===== src/rtl/chunked_serial_adder.sv =====
// rtl/chunked_serial_adder.sv - multi-cycle chunked ripple adder/subtractor
// Adds two WIDTH-bit operands CHUNK bits per clock, LSB chunk first, carry registered between cycles.
module chunked_serial_adder #(
    parameter int WIDTH = 8,
    parameter int CHUNK = 2
) (
    input  logic             clk,
    input  logic             rst_n,
    input  logic             start,
    input  logic [WIDTH-1:0] a,
    input  logic [WIDTH-1:0] b,
    input  logic             carry_in,
    input  logic             sub,
    output logic             busy,
    output logic             done,
    output logic [WIDTH-1:0] sum,
    output logic             carry_out,
    output logic             overflow
);

    localparam int NCHUNK = WIDTH / CHUNK;
    localparam int CNT_W  = (NCHUNK > 1) ? $clog2(NCHUNK) : 1;
    localparam logic [CNT_W-1:0] LAST_CHUNK = CNT_W'(NCHUNK - 1);

    typedef enum logic [1:0] {
        IDLE = 2'd0,
        RUN  = 2'd1,
        DONE = 2'd2
    } state_t;

    state_t           state;
    state_t           state_next;
    logic             accept;
    logic             last;

    logic [WIDTH-1:0] a_reg;
    logic [WIDTH-1:0] b_reg;
    logic             carry_reg;
    logic [CNT_W-1:0] cnt;
    logic [CHUNK-1:0] psum [NCHUNK];

    logic [CHUNK-1:0] a_parts [NCHUNK];
    logic [CHUNK-1:0] b_parts [NCHUNK];
    logic [CHUNK-1:0] a_chunk;
    logic [CHUNK-1:0] b_chunk;
    logic [CHUNK-1:0] chunk_sum;
    logic [CHUNK:0]   carry_chain;
    logic [WIDTH-1:0] psum_full;

    // The final chunk is taken straight from the adder so the result publishes on the last RUN edge.
    for (genvar j = 0; j < NCHUNK; j++) begin : g_parts
        assign a_parts[j] = a_reg[j*CHUNK +: CHUNK];
        assign b_parts[j] = b_reg[j*CHUNK +: CHUNK];
        if (j == NCHUNK - 1) begin : g_top
            assign psum_full[j*CHUNK +: CHUNK] = chunk_sum;
        end else begin : g_low
            assign psum_full[j*CHUNK +: CHUNK] = psum[j];
        end
    end

    assign a_chunk        = a_parts[cnt];
    assign b_chunk        = b_parts[cnt];
    assign carry_chain[0] = carry_reg;
    assign last           = (cnt == LAST_CHUNK);

    for (genvar i = 0; i < CHUNK; i++) begin : g_fa
        assign chunk_sum[i]     = a_chunk[i] ^ b_chunk[i] ^ carry_chain[i];
        assign carry_chain[i+1] = (a_chunk[i] & b_chunk[i]) |
                                  (carry_chain[i] & (a_chunk[i] ^ b_chunk[i]));
    end

    always_comb begin
        state_next = state;
        accept     = 1'b0;
        case (state)
            IDLE: begin
                if (start) begin
                    state_next = RUN;
                    accept     = 1'b1;
                end
            end
            RUN: begin
                if (last) begin
                    state_next = DONE;
                end
            end
            DONE: begin
                if (start) begin
                    state_next = RUN;
                    accept     = 1'b1;
                end else begin
                    state_next = IDLE;
                end
            end
            default: state_next = IDLE;
        endcase
    end

    always_ff @(posedge clk) begin
        if (!rst_n) begin
            state <= IDLE;
        end else begin
            state <= state_next;
        end
    end

    always_ff @(posedge clk) begin
        if (!rst_n) begin
            busy      <= 1'b0;
            done      <= 1'b0;
            sum       <= '0;
            carry_out <= 1'b0;
            overflow  <= 1'b0;
            a_reg     <= '0;
            b_reg     <= '0;
            carry_reg <= 1'b0;
            cnt       <= '0;
            for (int j = 0; j < NCHUNK; j++) begin
                psum[j] <= '0;
            end
        end else begin
            busy <= (state_next == RUN);
            done <= (state_next == DONE);
            if (accept) begin
                a_reg     <= a;
                b_reg     <= sub ? ~b : b;
                carry_reg <= sub ? 1'b1 : carry_in;
                cnt       <= '0;
                for (int j = 0; j < NCHUNK; j++) begin
                    psum[j] <= '0;
                end
            end else if (state == RUN) begin
                psum[cnt] <= chunk_sum;
                carry_reg <= carry_chain[CHUNK];
                cnt       <= last ? '0 : cnt + CNT_W'(1);
                if (last) begin
                    sum       <= psum_full;
                    carry_out <= carry_chain[CHUNK];
                    overflow  <= (a_reg[WIDTH-1] == b_reg[WIDTH-1]) &&
                                 (chunk_sum[CHUNK-1] != a_reg[WIDTH-1]);
                end
            end
        end
    end

endmodule


===== config.mk =====
export PLATFORM = sky130hd
export DESIGN_NAME = chunked_serial_adder
export DESIGN_NICKNAME = d
export VERILOG_FILES = /design/src/rtl/chunked_serial_adder.sv
export SDC_FILE = /design/constraint.sdc
export NUM_CORES = 1
export LEC_CHECK = 0
export CAP_MARGIN = 20
export CORE_ASPECT_RATIO = 0.75
export CORE_MARGIN = 2
export CORE_UTILIZATION = 55
export CTS_CLUSTER_SIZE = 20
export DETAILED_ROUTE_END_ITERATION = 12
export PLACE_DENSITY = 0.84
export SETUP_SLACK_MARGIN = 0.5
export SLEW_MARGIN = 20
export SYNTH_ARGS = -nofsm -noshare
export SYNTH_HDL_FRONTEND = slang
export SYNTH_SLANG_ARGS = --single-unit

===== constraint.sdc =====
create_clock -name clk -period 5.8 [get_ports clk]
set_clock_uncertainty 0.1 [all_clocks]
set_input_delay 0.58 -clock clk [delete_from_list [all_inputs] [get_ports clk]]
set_output_delay 0.58 -clock clk [all_outputs]
set_load 0.02 [all_outputs]

==> results of run 1 <==
-- synth_stat cells (all sizes together) --
cell / count
a21o: 3
buf: 8
nor2: 2
a211oi: 1
a31oi: 1
clkbuf: 4
xnor2: 8
inv: 7
nand3: 1
dfxtp: 33
mux4: 4
nor2b: 2
a21oi: 2
a21boi: 14
and3: 2
nand3b: 2
o31ai: 1
nand2: 43
o211a: 11
ha: 4
o21ai: 2
nor3: 1
and2: 8
nand2b: 2
or3: 2
edfxtp: 6
and3b: 1
fa: 2
-- area by class of cell --
class / instances / share of cell area (%)
repair buffers: 33 / 15.2
multi-input cells: 119 / 38.6
clock inverters: 3 / 0.696
clock buffers: 5 / 3.19
inverters: 7 / 1.22
well taps: 38 / 2.20
flip-flops and latches: 39 / 39.0
-- cells by family (layout without fill, tap and decap cells) --
kind of cell	count (synthesis)	after routing	share of synthesized area, %
DFF	39	39	47.5
xor gates and xnor gates	8	8	3.96
AOI/OAI and AO/OA	35	35	15.8
and+or+nand+nor	66	66	17.1
buffers and inverters	19	48	5.45
muxes	4	4	5.09
adders and majority gates	6	6	5.09
-- power groups by stage --
stage	logic [mW]	registers, mW	clock network [mW]
6_report	0.0721	0.298	0.173
2_1_floorplan	0.0497	0.301	0
3_5_place_dp	0.0718	0.304	0
5_1_grt	0.0800	0.300	0.187
4_1_cts	0.0723	0.298	0.177
3_3_place_gp	0.0683	0.303	0
-- final timing paths --
kind | from | endpoint | slack (ps) | depth (start not counted)
setup reg to reg | cnt[0] | overflow | 3250 | 6
hold / removal | sum[3] | sum[3] | 360 | 2
hold reg to reg | sum[3] | sum[3] | 360 | 2
setup / recovery | cnt[0] | overflow | 3250 | 6
-- worst reg2reg max path: cells and delay by family (launching register included) --
kind            cells  cell delay (ps)
mux                 1              550
fa+ha+maj           2              670
buf+inv             1               90
compound gates      1              170
flops               1              580
simple gates        1              320
-- routing by layer --
layer	GRT usage [%]	wire length [um]	up-vias
li1	-	-	651
met4	7.84	18	0
met1	23.0	1460	619
met5	0	0	-
met2	36.9	1590	50
met3	4.76	217	2
-- through the flow --
step / utilization [%] / setup WS [ps] / hold WS (ps)
2_1_floorplan: - / 3450 / 332
3_3_place_gp: 69.2 / 3260 / 341
3_5_place_dp: 69.2 / 3170 / 349
4_1_cts: 72.0 / 3230 / 359
5_1_grt: 72.0 / 3060 / 382
6_report: 72.0 / 3250 / 358
==> run summary, run 1 <==
Psw: 133 uW
startpoint types: flop
Core ar.: 3000 um^2
CP Capture Type: flop
dominant cells by area after synthesis: dfxtp_1 37%, edfxtp_1 10%, nand2_1 9.1%, o211a_1 6.2%, a21boi_1 5.9%
Die W: 69.5 um
register bit count reported by yosys: 39
antenna diode count: 0
Post-Synthesis Cell Area: 1770 um^2
Port Buffers: 32
Total Nets Final: 232
Largest delay share family, worst path: adder cells
sw frac: 24.5%
number of DRC markers in iteration 0: 70
Slew @ Worst Pin: 1000 ps
pin count of the biggest net entering global routing: 34
Yosys cell types: 32
CTS max path bufs: 2
cts bufs inserted: 5
unrepaired setup endpoints after global routing: no
GP Congestion: 0.827
total gr overflow: 0
clk slew on worst S/H paths: 80 ps
most frequent cells in the layout: 43 x nand2_1, 33 x dfxtp_1, 32 x clkdlybuf4s50_1
worst hold path class: reg2reg
CP dominant cell by count: fa_1
Seq/Total Area, Yosys: 47.5%
Peak VDD IR: 0.156 mV
worst path arrival time: 2660 ps
Finished Layout Cells: 244
clock net sink count: 39
Via density: 5.42
DRC: 0
minimum clock period: 2550 ps
detailed placement HPWL: 2460 um
dpl cells: 236
DP Area: 2070 um^2
max_slew headroom: 33.1%
post_cts resized: 0
status: complete, no violations
Final Hold Viols: 0
drt wl/cell: 13.4 um
syn avg cell area: 10.0 um^2
Critical Path RT: 5910 ps
Leak: 0.906 nW
Design Area, Final: 2160 um^2
Power Density: 252 nW/um^2
YS warnings: 0
area leader, netlist: dfxtp_1
Die H: 53.1 um
Synth Instances: 177
Post-CTS Hold Fix Bufs: 0
global-route wire length before repair: 5700 um
post-synth top area share: 37.3%
Final period util: 43.9%
internal power: 410 uW
Synth Net Count: 204
vias in the first global route: 1287
FMAX: 392 MHz
Slowest-stage cell, CP: dfxtp_1
Final ANT Viol Nets: 0
logic gate share of total power: 13.3%
FP Rows: 17
crit-path max cell delay: 580 ps
Multi-input gate area: 832 um^2
initial antenna violation count: 0
Setup-failing EPs final: 0
drt first pass iters: 5
Clock Power Share: 31.8%
setup_tns: 0 ps
Critical Path Fanout Max: 9
register area: 841 um^2
CP cell instances: mux4_2 -> inv_1 -> fa_1 -> fa_1 -> or3_1 -> a31oi_1
layout cells sized above 1: 6.31%
Die Area: 3690 um^2
max-cap violation count: 0
CP bufs+invs: 1
area grow syn2layout: 22.0%
Post-Route WL: 3280 um
Root Buffer: clkbuf_8
kind of critical path: reg2reg
Flop pwr share: 54.9%
clk_lat worst skew: 280 ps
Starting Density: 59.0%
TritonCTS clock tree: built
routed vias: 1322
Total Power: 543 uW
commonest non-fill, non-tap cell in the layout: nand2_1
Post CTS Setup Buffer Count: 0
H-tree Lvls: 2
Tot GR Track Use: 20.0%
Fill cells: 204
# IOs: 33
max-slew violation count: 0
Power figures use the tool's default switching activity.
==> run 2, diff against run 1 <==
--- a/config.mk
+++ b/config.mk
@@ -8,10 +8,10 @@
 export CAP_MARGIN = 20
 export CORE_ASPECT_RATIO = 0.75
 export CORE_MARGIN = 2
-export CORE_UTILIZATION = 55
+export CORE_UTILIZATION = 46
 export CTS_CLUSTER_SIZE = 20
 export DETAILED_ROUTE_END_ITERATION = 12
-export PLACE_DENSITY = 0.84
+export PLACE_DENSITY = 0.75
 export SETUP_SLACK_MARGIN = 0.5
 export SLEW_MARGIN = 20
 export SYNTH_ARGS = -nofsm -noshare
==> constraint.sdc (replaced) <==
create_clock -name clk -period 2.2 [get_ports clk]
set_clock_uncertainty 0.1 [all_clocks]
set_input_delay 0.22 -clock clk [delete_from_list [all_inputs] [get_ports clk]]
set_output_delay 0.22 -clock clk [all_outputs]
set_load 0.02 [all_outputs]
==> run summary, run 2 (synthesis gave the netlist of run 1 again) <==
status: finished, violations left
failing checks: negative setup slack
Flop pwr share: 51.4%
Final ANT Viol Nets: 0
Post-Route WL: 3410 um
crit-path max cell delay: 500 ps
CP Capture Type: flop
DP Area: 2150 um^2
Hold Crit Endpoint: sum[5]
Final Core Density: 61.8%
CP cell instances: mux4_2 -> inv_2 -> fa_2 -> fa_1 -> or3_1 -> a31oi_1
Psw: 355 uW
startpoint types: flop
worst hold path class: reg2reg
pin count of the biggest net entering global routing: 26
worst path arrival time: 2350 ps
setup_tns: -29.1 ps
TritonCTS clock tree: built
Die Area: 4360 um^2
Critical Path RT: 2320 ps
unrepaired setup endpoints after global routing: yes
clk slew on worst S/H paths: 70 ps
Root Buffer: clkbuf_8
H-tree Lvls: 2
Tot GR Track Use: 18.1%
initial antenna violation count: 0
Starting Density: 48.0%
Post-CTS Hold Fix Bufs: 0
CTS max path bufs: 2
routed vias: 1322
detailed placement HPWL: 2540 um
GP Congestion: 0.816
Slew @ Worst Pin: 541 ps
total gr overflow: 0
Slowest-stage cell, CP: mux4_2
Final Hold Viols: 0
RR Endpoint: overflow
FMAX: 449 MHz
Largest delay share family, worst path: adder cells
logic gate share of total power: 14.5%
CP bufs+invs: 1
internal power: 1.17 mW
cts bufs inserted: 5
max-cap violation count: 0
Peak VDD IR: 0.399 mV
worst setup slack after layout: -29.1 ps
Final period util: 101%
area grow syn2layout: 28.6%
hold path depth: 2
Design Area, Final: 2280 um^2
number of DRC markers in iteration 0: 56
Core ar.: 3680 um^2
commonest non-fill, non-tap cell in the layout: nand2_1
Fill cells: 321
DRC: 0
drt wl/cell: 12.9 um
minimum clock period: 2230 ps
# IOs: 33
flop2flop setup slack: -30 ps
Port Buffers: 32
Power Density: 668 nW/um^2
antenna diode count: 0
Leak: 0.952 nW
vias in the first global route: 1331
worst r2r path cells: 6
Clock Power Share: 34.1%
sw frac: 23.3%
Via density: 4.99
Die W: 75.6 um
max_slew headroom: 63.9%
Critical Path Fanout Max: 4
Worst R2R Start: cnt[0]
drt first pass iters: 4
layout cells sized above 1: 15.0%
Die H: 57.7 um
clock net sink count: 39
FP Rows: 19
clk_lat worst skew: 290 ps
global-route wire length before repair: 5870 um
Total Nets Final: 239
min-delay src: sum[5]
max-slew violation count: 0
Setup-failing EPs final: 1
most frequent cells in the layout: 41 x nand2_1, 32 x clkdlybuf4s50_1, 31 x dfxtp_1
kind of critical path: reg2reg
run 2: how the worst max path moves through the flow:
stage                      start        to  slack (ps)  cells past startpoint
final                     cnt[0]  overflow         -30                      6
after global routing      cnt[0]  overflow        -110                      6
after CTS                 cnt[0]  overflow         -20                      6
after detailed placement  cnt[0]  overflow         -50                      6
after global placement    cnt[0]  overflow          -5                      6
after floorplan           cnt[0]  overflow         -90                      7
run 2: power by group through the flow:
stage | registers (mW) | clock network (mW) | logic, mW
final | 0.782 | 0.519 | 0.220
after floorplan | 0.794 | 0 | 0.136
after CTS | 0.782 | 0.533 | 0.213
after detailed placement | 0.799 | 0 | 0.210
after global placement | 0.798 | 0 | 0.203
after global routing | 0.785 | 0.562 | 0.241
run 2: tightest hold or removal path, stage by stage, from the launching register on:
cell and delay, ps:
dfxtp_1 310, nand2_1 50, a21boi_1 50
run 2: metal layers:
metal  share of wire (%)  GRT usage (%)  wire [um]  vias up
met2                  49           29.9       1690       30
met5                   0              0          0        -
met3                 3.9           5.22        132        5
li1                    -              -          -      663
met1                  45           22.5       1540      624
met4                 1.6           6.77         55        0
run 2: repair_timing:
action,4_1_cts,5_1_grt
setup endpoints to repair,17,23
gates resized for setup,4,7
endpoints found under the hold margin,0,0
pin swaps,2,0
buffers inserted,0,0
run 2: layout make-up:
class	count	area, um^2	area share [%]
clock buffer	8	100	4.40
inverter	7	26.3	1.15
multi-input combinational	119	858	37.7
sequential	39	846	37.2
tap	52	65.1	2.86
timing repair buffer	40	380	16.7
run 2: per-stage QoR:
stage | cells | power [mW] | setup slack, ps | hold WS (ps)
after floorplan | 177 | 0.929 | -89.4 | 254
after global placement | 257 | 1.00 | -4.63 | 340
after detailed placement | 257 | 1.01 | -54.2 | 346
after CTS | 265 | 1.53 | -22.2 | 355
after global routing | 265 | 1.59 | -105 | 375
final | 265 | 1.52 | -29.1 | 355
==> run 3, diff against run 2 <==
--- a/config.mk
+++ b/config.mk
@@ -6,12 +6,14 @@
 export NUM_CORES = 1
 export LEC_CHECK = 0
 export CAP_MARGIN = 20
+export CELL_PAD_IN_SITES_DETAIL_PLACEMENT = 2
+export CELL_PAD_IN_SITES_GLOBAL_PLACEMENT = 2
 export CORE_ASPECT_RATIO = 0.75
 export CORE_MARGIN = 2
-export CORE_UTILIZATION = 46
+export CORE_UTILIZATION = 29
 export CTS_CLUSTER_SIZE = 20
 export DETAILED_ROUTE_END_ITERATION = 12
-export PLACE_DENSITY = 0.75
+export PLACE_DENSITY = 0.82
 export SETUP_SLACK_MARGIN = 0.5
 export SLEW_MARGIN = 20
 export SYNTH_ARGS = -nofsm -noshare
==> run summary, run 3 (synthesis gave the netlist of run 1 again) <==
status: finished, violations left
failing checks: negative setup slack
Peak VDD IR: 0.233 mV
DP Area: 2180 um^2
routed vias: 1331
clock net sink count: 39
Die Area: 6750 um^2
Tot GR Track Use: 13.9%
number of DRC markers in iteration 0: 27
Die H: 71.6 um
critical path startpoint: cnt[0]
Slew @ Worst Pin: 503 ps
CP Capture Type: flop
CTS max path bufs: 2
Via density: 4.54
initial antenna violation count: 0
total gr overflow: 0
Setup-failing EPs final: 5
max_slew headroom: 66.4%
commonest non-fill, non-tap cell in the layout: nand2_1
DRC: 0
area grow syn2layout: 34.4%
Critical Path RT: 2320 ps
FP Rows: 24
Critical Path Fanout Max: 4
layout cells sized above 1: 15.8%
clk_lat worst skew: 300 ps
worst path arrival time: 2410 ps
Core ar.: 5860 um^2
Root Buffer: clkbuf_8
vias in the first global route: 1411
dpl cells: 283
detailed placement HPWL: 3120 um
Final ANT Viol Nets: 0
unrepaired setup endpoints after global routing: yes
Port Buffers: 32
Starting Density: 30.2%
worst hold path class: reg2reg
Post-Route WL: 4160 um
Final Hold Viols: 0
H-tree Lvls: 2
drt wl/cell: 14.2 um
pre-CTS setup slack: -136 ps
clk slew on worst S/H paths: 80 ps
Die W: 94.2 um
# IOs: 33
worst setup slack after layout: -93.1 ps
global-route wire length before repair: 7090 um
Total Power: 1.74 mW
antenna diode count: 0
drt first pass iters: 4
Design Area, Final: 2380 um^2
Total Nets Final: 241
Worst R2R Start: cnt[0]
Finished Layout Cells: 293
min-delay src: sum[0]
Power Density: 730 nW/um^2
minimum clock period: 2290 ps
Leak: 0.973 nW
FMAX: 436 MHz
max-slew violation count: 0
pin count of the biggest net entering global routing: 26
max-cap violation count: 0
Final period util: 104%
startpoint types: flop
most frequent cells in the layout: 43 x nand2_1, 32 x dfxtp_1, 32 x clkdlybuf4s50_1
GP Congestion: 0.778
TritonCTS clock tree: built
kind of critical path: reg2reg
cts bufs inserted: 5
## run 3: metrics by stage
step / setup TNS [ps] / hold WS, ps / utilization [%]
after floorplan: -201 / 254 / -
after global placement: -28.7 / 342 / 37.3
after detailed placement: -216 / 359 / 37.3
after CTS: -288 / 371 / 40.0
after global routing: -805 / 376 / 40.6
final: -389 / 361 / 40.6
## run 3: layout make-up
class | count | area [um^2]
fill | 638 | 3480
multi-input combinational | 119 | 881
sequential | 39 | 845
timing repair buffer | 42 | 395
tap | 78 | 97.6
clock buffer | 6 | 72.6
clock inverter | 2 | 60.1
inverter | 7 | 26.3
## run 3: final timing paths
check             end  slack (ps)  depth (start not counted)
min            sum[0]         360                          2
min reg2reg    sum[0]         360                          2
max          overflow         -90                          6
max reg2reg  overflow         -90                          6
## run 3: worst max-delay path: stages, from the launching register on
cell	delay [ps]
dfxtp_4	380
mux4_2	500
inv_2	80
fa_2	200
fa_1	430
or3_4	350
a31oi_4	170
## run 3: report_power, final
part,leakage [nW],switching [mW],internal (mW)
sequential,0.337,0.0231,0.761
combinational,0.572,0.112,0.129
clock,0.0654,0.257,0.454
## run 3: repair_timing
action                     in CTS  in global routing
hold buffers                    0                  0
buffers inserted                2                  0
setup endpoints to repair      17                 18
hold endpoints to repair        0                  0
resized for setup               5                  8
pin swaps                       5                  3
## run 3: layer usage
layer | up-vias | global-route usage (%) | share of wire, %
met1 | 634 | 17.2 | 48
met3 | 8 | 3.47 | 3.4
met5 | - | 0 | 0
li1 | 664 | - | -
met2 | 25 | 23.6 | 47
met4 | 0 | 4.83 | 1.6
